--- config.mk ---
export PLATFORM = sky130hd
export DESIGN_NAME = bcd_stopwatch_ctrl
export DESIGN_NICKNAME = d
export VERILOG_FILES = /design/src/rtl/bcd_stopwatch_ctrl.sv
export SDC_FILE = /design/constraint.sdc
export NUM_CORES = 1
export LEC_CHECK = 0
export CAP_MARGIN = 20
export CORE_AREA = 5 5 74 76
export CTS_CLUSTER_DIAMETER = 60
export DETAILED_ROUTE_END_ITERATION = 6
export DIE_AREA = 0 0 79 81
export SETUP_SLACK_MARGIN = 0.02
export SLEW_MARGIN = 20
export SYNTH_ARGS = -nofsm -noshare
export SYNTH_HDL_FRONTEND = slang
export SYNTH_SLANG_ARGS = --single-unit
export TNS_END_PERCENT = 50
--- constraint.sdc ---
create_clock -name clk -period 4.2 [get_ports clk]
set_clock_uncertainty 0.15 [all_clocks]
set_input_delay 1.26 -clock clk [delete_from_list [all_inputs] [get_ports clk]]
set_output_delay 1.26 -clock clk [all_outputs]
set_load 0.01 [all_outputs]
--- src/rtl/bcd_stopwatch_ctrl.sv ---
// Run/pause/clear stopwatch: a prescaler gates increment events into a cascaded
// BCD digit chain, with saturation at all nines.
module bcd_stopwatch_ctrl #(
    parameter int DIGITS   = 4,
    parameter int PRESCALE = 10
) (
    input  logic                  clk,
    input  logic                  rst,
    input  logic                  start,
    input  logic                  stop,
    input  logic                  clear,
    output logic [4*DIGITS-1:0]   digits,
    output logic                  running,
    output logic                  done,
    output logic                  step
);

    localparam int            PW        = (PRESCALE > 1) ? $clog2(PRESCALE) : 1;
    localparam logic [PW-1:0] PRESC_MAX = PW'(PRESCALE - 1);

    typedef enum logic [1:0] {S_IDLE, S_RUN, S_PAUSE, S_DONE} state_t;

    state_t              state_q, state_d;
    logic [PW-1:0]       presc_q, presc_d;
    logic [4*DIGITS-1:0] digits_q, digits_d;
    logic [4*DIGITS-1:0] digits_inc;
    logic                step_q, step_d;
    logic [DIGITS:0]     carry;
    logic                all_nines;
    logic                event_tick;

    // Ripple-carry decimal increment; carry out of the top digit means all nines.
    assign carry[0] = 1'b1;
    generate
        for (genvar gi = 0; gi < DIGITS; gi++) begin : g_digit
            logic [3:0] cur;
            assign cur = digits_q[4*gi +: 4];
            assign digits_inc[4*gi +: 4] = !carry[gi]     ? cur   :
                                           (cur == 4'd9)  ? 4'd0  : cur + 4'd1;
            assign carry[gi+1] = carry[gi] && (cur == 4'd9);
        end
    endgenerate

    assign all_nines  = carry[DIGITS];
    assign event_tick = (presc_q == PRESC_MAX);

    always_comb begin
        state_d  = state_q;
        presc_d  = presc_q;
        digits_d = digits_q;
        step_d   = 1'b0;
        if (clear) begin
            state_d  = S_IDLE;
            presc_d  = '0;
            digits_d = '0;
        end else begin
            case (state_q)
                S_IDLE: begin
                    // start and stop together behave as start immediately followed by stop
                    if (start) state_d = stop ? S_PAUSE : S_RUN;
                end
                S_RUN: begin
                    if (stop) begin
                        state_d = S_PAUSE;
                    end else if (event_tick) begin
                        presc_d = '0;
                        if (all_nines) begin
                            state_d = S_DONE;
                        end else begin
                            digits_d = digits_inc;
                            step_d   = 1'b1;
                        end
                    end else begin
                        presc_d = presc_q + PW'(1);
                    end
                end
                S_PAUSE: begin
                    if (start && !stop) state_d = S_RUN;
                end
                default: begin
                    state_d = state_q;
                end
            endcase
        end
    end

    always_ff @(posedge clk) begin
        if (rst) begin
            state_q  <= S_IDLE;
            presc_q  <= '0;
            digits_q <= '0;
            step_q   <= 1'b0;
        end else begin
            state_q  <= state_d;
            presc_q  <= presc_d;
            digits_q <= digits_d;
            step_q   <= step_d;
        end
    end

    assign digits  = digits_q;
    assign running = (state_q == S_RUN);
    assign done    = (state_q == S_DONE);
    assign step    = step_q;

endmodule

* Word-level counts from Yosys, hierarchy flattened
Cells that the tools add are included.
Operators by class: $add $sub $neg 5, equality and inequality tests 12, multiplexer cells 13, bitwise logic cells 4, reductions and logical operators 15
Operators by type and width (number):
- adder 4 x 1 -> 4 bit (second input constant) | 5
- equality test 4 bit (second input constant) | 5
- two-way mux 4 bit | 5
- AND reduction 5 bit | 4
- two-way mux 2 bit | 6
- != test 3 x 2 -> 1 bit (second input constant) | 2
- case mux 2 bit (3 select lines) | 1
- OR reduction 5 bit | 1
- equality test 2 bit (second input constant) | 2
- logical AND 1 bit | 4
- != test 2 bit (second input constant) | 2
- NOT 1 bit | 4
- AND reduction 4 bit | 1
- nonzero test 3 bit | 1
- equality test 2 x 1 -> 1 bit (second input constant) | 1
- logical NOT 2 bit | 1
- AND reduction 2 bit | 1
- OR reduction 2 bit | 1
- logical NOT 1 bit | 1
- two-way mux 1 bit | 1
Storage, ports and cells: register bits after elaboration 23, output and inout bits 19, logic and storage cells 56

* Logic depth before layout (Yosys ltp)
Gate-level depths: netlist (run 1).
word-level depth 8, mapped depth 7

* Least setup slack after synthesis (run 1)
Ideal clock, no wire load.
path kind input to register, start point input port stop, end point register digits_q[5] (netlist: digits[5]), library setup time 0.070 ns, data arrival time 2.269 ns, setup slack 1.711 ns, stages on the path 4, path through and2b_2 -> nand4_4 -> or4_1 -> a21oi_1
Between the ends: word-level cells in the longest chain between the ends 2
RTL lines:
- start, declared | line 10 | input logic stop,
- NOT 1 bit (no source line)
- AND reduction 5 bit (no source line)
- end signal, assigned | line 96 | digits_q <= digits_d;
- end, declared | line 25 | logic [4*DIGITS-1:0] digits_q, digits_d;
No other way between the ends. A chain may end at the register's enable or synchronous reset.

* Worst setup path after layout (run 1)
start point register state_q[1], end point output port running
Between the ends: word-level cells in the longest chain between the ends 1
RTL lines:
- start, declared | line 23 | state_t state_q, state_d;
- start signal, assigned | line 94 | state_q <= state_d;
- equality test 2 x 1 -> 1 bit | line 102 | assign running = (state_q == S_RUN);
- end, declared | line 13 | output logic running,
No other way between the ends.

==> metrics.txt, run 1 <==
status finished, final reports clean; setup TNS 0 ns; switch share about a quarter; Die ar. ~6400 um2; synth cell count leaders dfxtp_1, a21oi_1, nand2_1; port buffer count 23; Antenna Nets Post-Route 0; power density over the cells approximately 230 nW/um2; initial core utilization between 20% and 30%; Final Hold Fails 0; EDFF count, synth 0; cells after synthesis 161; cts bufs inserted 3; via count 1254; unrepaired setup endpoints after global routing no; DRC 0; Layout Area Growth over Synthesis 23.4%; Mapped Nets 170; Tcrit/Tclk final 70.5%; sequential cell fraction of total power 56.2%; FFs w/ async S/R, synth 0%; core box area between 4000 and 5000 um2; pin slew with the least headroom to its limit between 0.6 and 0.7 ns; Wirelength per Cell about 13 um; maximum VDD drop 0.154 mV; clk slew on worst S/H paths 0.08 ns; sequential-to-total area share from yosys stat 33.0%; # hold bufs at CTS 0; CTS Sinks 23; clock network power share 35.4%; #FFs+latches synth 23; count leader, synth dfxtp_1; Setup Viol. Count Final 0; Hold Path Stages 2; die width between 70 and 80 um; drt pass-1 iters 4; Cell Area, Synth 1400 um2; Switch Pwr ~0.092 mW; leak pwr 0.554 nW; Max Cap Violations 0; Yosys top cell area share 33.0%; number of cells on the worst reg-to-reg path 6; Inserted Diodes 0; total gr overflow 0; # IOs 24; Internal roughly 0.30 mW; DRT Wirelength between 3 and 4 mm; Worst Setup End Kind primary output; Post-CTS Setup Bufs 0; main flop type after synthesis dfxtp_1; drt via density 5.27; cell taking the most area after synthesis dfxtp_1; CTS Buffer Depth 2; Cell Count, Final, Fillers Out between 200 and 250; CTS root buffer clkbuf_8; final hold slack 0.365 ns; H-tree lvl count 1; share of layout cells above drive strength 1 7.61%; CTS tree built; placed cell count 234; vias in the first global route between 1000 and 1500; first-pass GRT wire length 5.30 mm; Rows 25; CP max FO 8; Critical Path AT about 1.6 ns; syn_area_per_cell 8.67 um2; min Tclk post-route 2.96 ns; startpoint types flop; initial DRC count 39; Final Slew Violations 0; initial antenna violation count 0; height of the die ~80 um; RD Place Congestion 0.758; gr usage total 10.1%; Peak Freq approximately 340 MHz; largest net degree at the start of global routing 22; Worst Path Class, Setup flop to primary output; Worst-Skew Late Latency ~0.27 ns; Final nets 194; DP HPWL 2.25 mm; Gate power share 8.5%; post_cts resized 0; worst path required time 2.79 ns; largest cells by area after synthesis dfxtp_1, a21oi_1, nand4bb_1, ha_1, nor2b_1; Min-Delay Path Class flop to flop; Slew HR ~58%; Filler cells roughly 470; post-synthesis cell type count 48; Synth warnings 0
[cell type report]
| cell class | count | area (um2) | area share [%] |
|---|---|---|---|
| Tap cell | 54 | 67.6 | 3.92 |
| Sequential cell | 23 | 460 | 26.7 |
| Multi-Input combinational cell | 126 | 887 | 51.5 |
| Clock inverter | 1 | 5.00 | 0.291 |
| Clock buffer | 3 | 41.3 | 2.40 |
| Timing Repair Buffer | 23 | 230 | 13.4 |
| Inverter | 8 | 30.0 | 1.74 |
[worst max-delay path, stage by stage (launching register included)]
cell	delay, ns
dfxtp_1	0.35
inv_1	0.08
ha_1	0.28
clkdlybuf4s50_1	0.58
[logic make-up (layout without fill, tap and decap cells)]
group	Yosys count	in the layout	share of synthesized area, %
compound gates	40	40	18.1
mux	3	3	2.24
buf+inv	12	35	3.41
xor+xnor	3	3	1.88
fa+ha+maj	4	4	3.59
flops	23	23	33.0
simple gates	76	76	37.8
[per-layer routing]
metal | share of wire, % | global-route usage (%) | wire, um | vias to the layer above
met4 | 0.71 | 2.58 | 22 | 0
li1 | - | - | - | 654
met5 | 0 | 0 | 0 | -
met2 | 43 | 16.5 | 1340 | 24
met3 | 5.3 | 3.22 | 163 | 2
met1 | 51 | 12.9 | 1560 | 574
[final timing paths]
path | start | endpoint | slack [ns]
hold reg to reg | state_q[1] | state_q[1] | 0.37
setup / recovery | state_q[1] | running | 1.24
hold / removal | state_q[1] | state_q[1] | 0.37
setup reg to reg | state_q[1] | digits[12] | 2.16
[cells in the final DEF, fill, tap and decap left out, types with 4 or more instances in the layout]
| master | count |
|---|---|
| dfxtp_1 | 23 |
| clkdlybuf4s50_1 | 23 |
| a21oi_1 | 14 |
| nand2_1 | 11 |
| nor2_1 | 10 |
| inv_1 | 8 |
| nor2b_1 | 7 |
| o21ai_0 | 6 |
| nand4bb_1 | 5 |
| nand3_1 | 5 |
| or3_1 | 5 |
| a31oi_1 | 4 |
| ha_1 | 4 |
[stage by stage]
step	util [%]	cell area, um2	power, mW	worst slack, ns
floorplan	-	1400	0.249	1.71
global placement	35.9	1680	0.260	1.10
detailed placement	35.9	1680	0.260	1.05
CTS	36.9	1720	0.400	1.21
global route	36.9	1720	0.411	1.14
finish	36.9	1720	0.394	1.24
[power groups by stage]
stage	registers, mW	clock network (mW)	logic [mW]
6_report	0.221	0.139	0.0333
5_1_grt	0.221	0.153	0.0367
4_1_cts	0.221	0.145	0.0337
3_5_place_dp	0.226	0	0.0336
3_3_place_gp	0.226	0	0.0333
2_1_floorplan	0.226	0	0.0232
[flip-flops by register name, indices dropped and copies added, names as in the netlist]
register  cells
digits       16
presc_q       4
step          1
state_q       2
No activity file was read; power rests on OpenSTA's default activity.
==> inputs of run 2 (changes only) <==
==> constraint.sdc (replaced) <==
create_clock -name clk -period 2.64 [get_ports clk]
set_clock_uncertainty 0.15 [all_clocks]
set_input_delay 0.792 -clock clk [delete_from_list [all_inputs] [get_ports clk]]
set_output_delay 0.792 -clock clk [all_outputs]
set_load 0.01 [all_outputs]
==> metrics.txt, run 2 (synthesis gave the netlist of run 1 again) <==
leak pwr between 0.5 and 0.6 nW; Worst Path Class, Setup primary input to flop; Hold Path Stages 2; Inserted Diodes 0; Setup Viol. Count Final 0; Final Slew Violations 0; reg-to-reg startpoint state_q[1]; commonest non-fill, non-tap cells in the layout dfxtp_1, clkdlybuf4s50_1, a21oi_1, nand2_1, nor2_1; Post-Place Setup Slack -0.00553 ns; Max Cap Violations 0; DRC 0; Wirelength per Cell 13.3 um; Peak Freq 417 MHz; setup TNS 0 ns; Die ar. 6400 um2; Post-CTS Setup Bufs 0; Hold Path Sink state_q[1]; drt via density between 5 and 6; Post-Route Utilization 37.6%; CTS root buffer clkbuf_8; unrepaired setup endpoints after global routing no; initial core utilization 29.9%; # IOs 24; startpoint types primary input; Antenna Nets Post-Route 0; H-tree lvl count 1; first-pass GRT wire length 5.58 mm; Layout Area Growth over Synthesis 25.5%; Final Hold Fails 0; DRT Wirelength between 3 and 4 mm; initial antenna violation count 0; Slew HR 63.1%; met3 GRT Util 2.00%; Tcrit/Tclk final 90.7%; Critical Path AT 2.44 ns; drt pass-1 iters 4; clk slew on worst S/H paths approximately 0.080 ns; Rows 25; height of the die 81 um; Filler cells approximately 490; core box area 4660 um2; final worst slack roughly 0.24 ns; total gr overflow 0; Worst-Skew Late Latency 0.26 ns; RD Place Congestion 0.774; pin slew with the least headroom to its limit approximately 0.55 ns; min Tclk post-route approximately 2.4 ns; gr usage total about a tenth; vias in the first global route 1199; CTS Sinks 23; DP HPWL 2.40 mm; post_cts resized 0; reg2reg end digits[5]; largest net degree at the start of global routing 15; M1 GR Usage 14.7%; Final nets 198; worst path required time 2.68 ns; port buffer count 23; global routing's busiest layer met2; CTS tree built; met2 usage 17.1%; cts bufs inserted 3; maximum VDD drop ~0.13 mV; status finished, final reports clean; Worst Setup End Kind flop; # hold bufs at CTS 0; Min-Delay Path Class flop to flop; max FFs per register 16; CTS Buffer Depth 2; number of cells on the worst reg-to-reg path 7; initial DRC count slightly below 70; share of layout cells above drive strength 1 9.04%; die width 79 um; CP startpoint stop; via count between 1000 and 1500; Reg2Reg Setup Slack 0.64 ns; power density over the cells 357 nW/um2; hold path startpoint state_q[1]; CP max FO 8
## run 2: per-stage QoR
stage	cell area (um2)	total power [mW]	hold slack, ns	instances
floorplan	1400	0.396	0.321	161
global placement	1710	0.417	0.341	238
detailed placement	1710	0.418	0.352	238
CTS	1750	0.638	0.364	242
global route	1750	0.658	0.419	242
finish	1750	0.626	0.355	242
## run 2: metal layers
layer | part of all wire [%] | wire (um) | vias up
met2 | 44 | 1420 | 24
li1 | - | - | 660
met1 | 52 | 1660 | 586
met4 | 0.46 | 15 | 0
met3 | 3.9 | 126 | 2
met5 | 0 | 0 | -
## run 2: critical path, cell delays in order
cell	delay, ns
clkdlybuf4s50_1	0.49
and2b_2	0.32
nand4_4	0.15
or4_1	0.51
a21oi_1	0.17
## run 2: how the worst max path moves through the flow
stage	endpoint
6_report	digits[5]
5_1_grt	digits[12]
4_1_cts	digits[5]
3_5_place_dp	digits[5]
3_3_place_gp	digits[5]
2_1_floorplan	digits[5]
## run 2: layout make-up
cell class	instances	area (um2)	share of cell area, %
tap	54	67.6	3.86
inverter	8	30.0	1.72
timing repair buffer	27	260	14.9
sequential	23	460	26.3
clock buffer	4	45.0	2.57
multi-input combinational	126	887	50.7
## run 2: power breakdown
group | internal [mW] | switching [mW] | leakage [nW]
Clock | 0.108 | 0.109 | 0.0228
Combinational | 0.0284 | 0.0293 | 0.362
Sequential | 0.349 | 0.00253 | 0.185
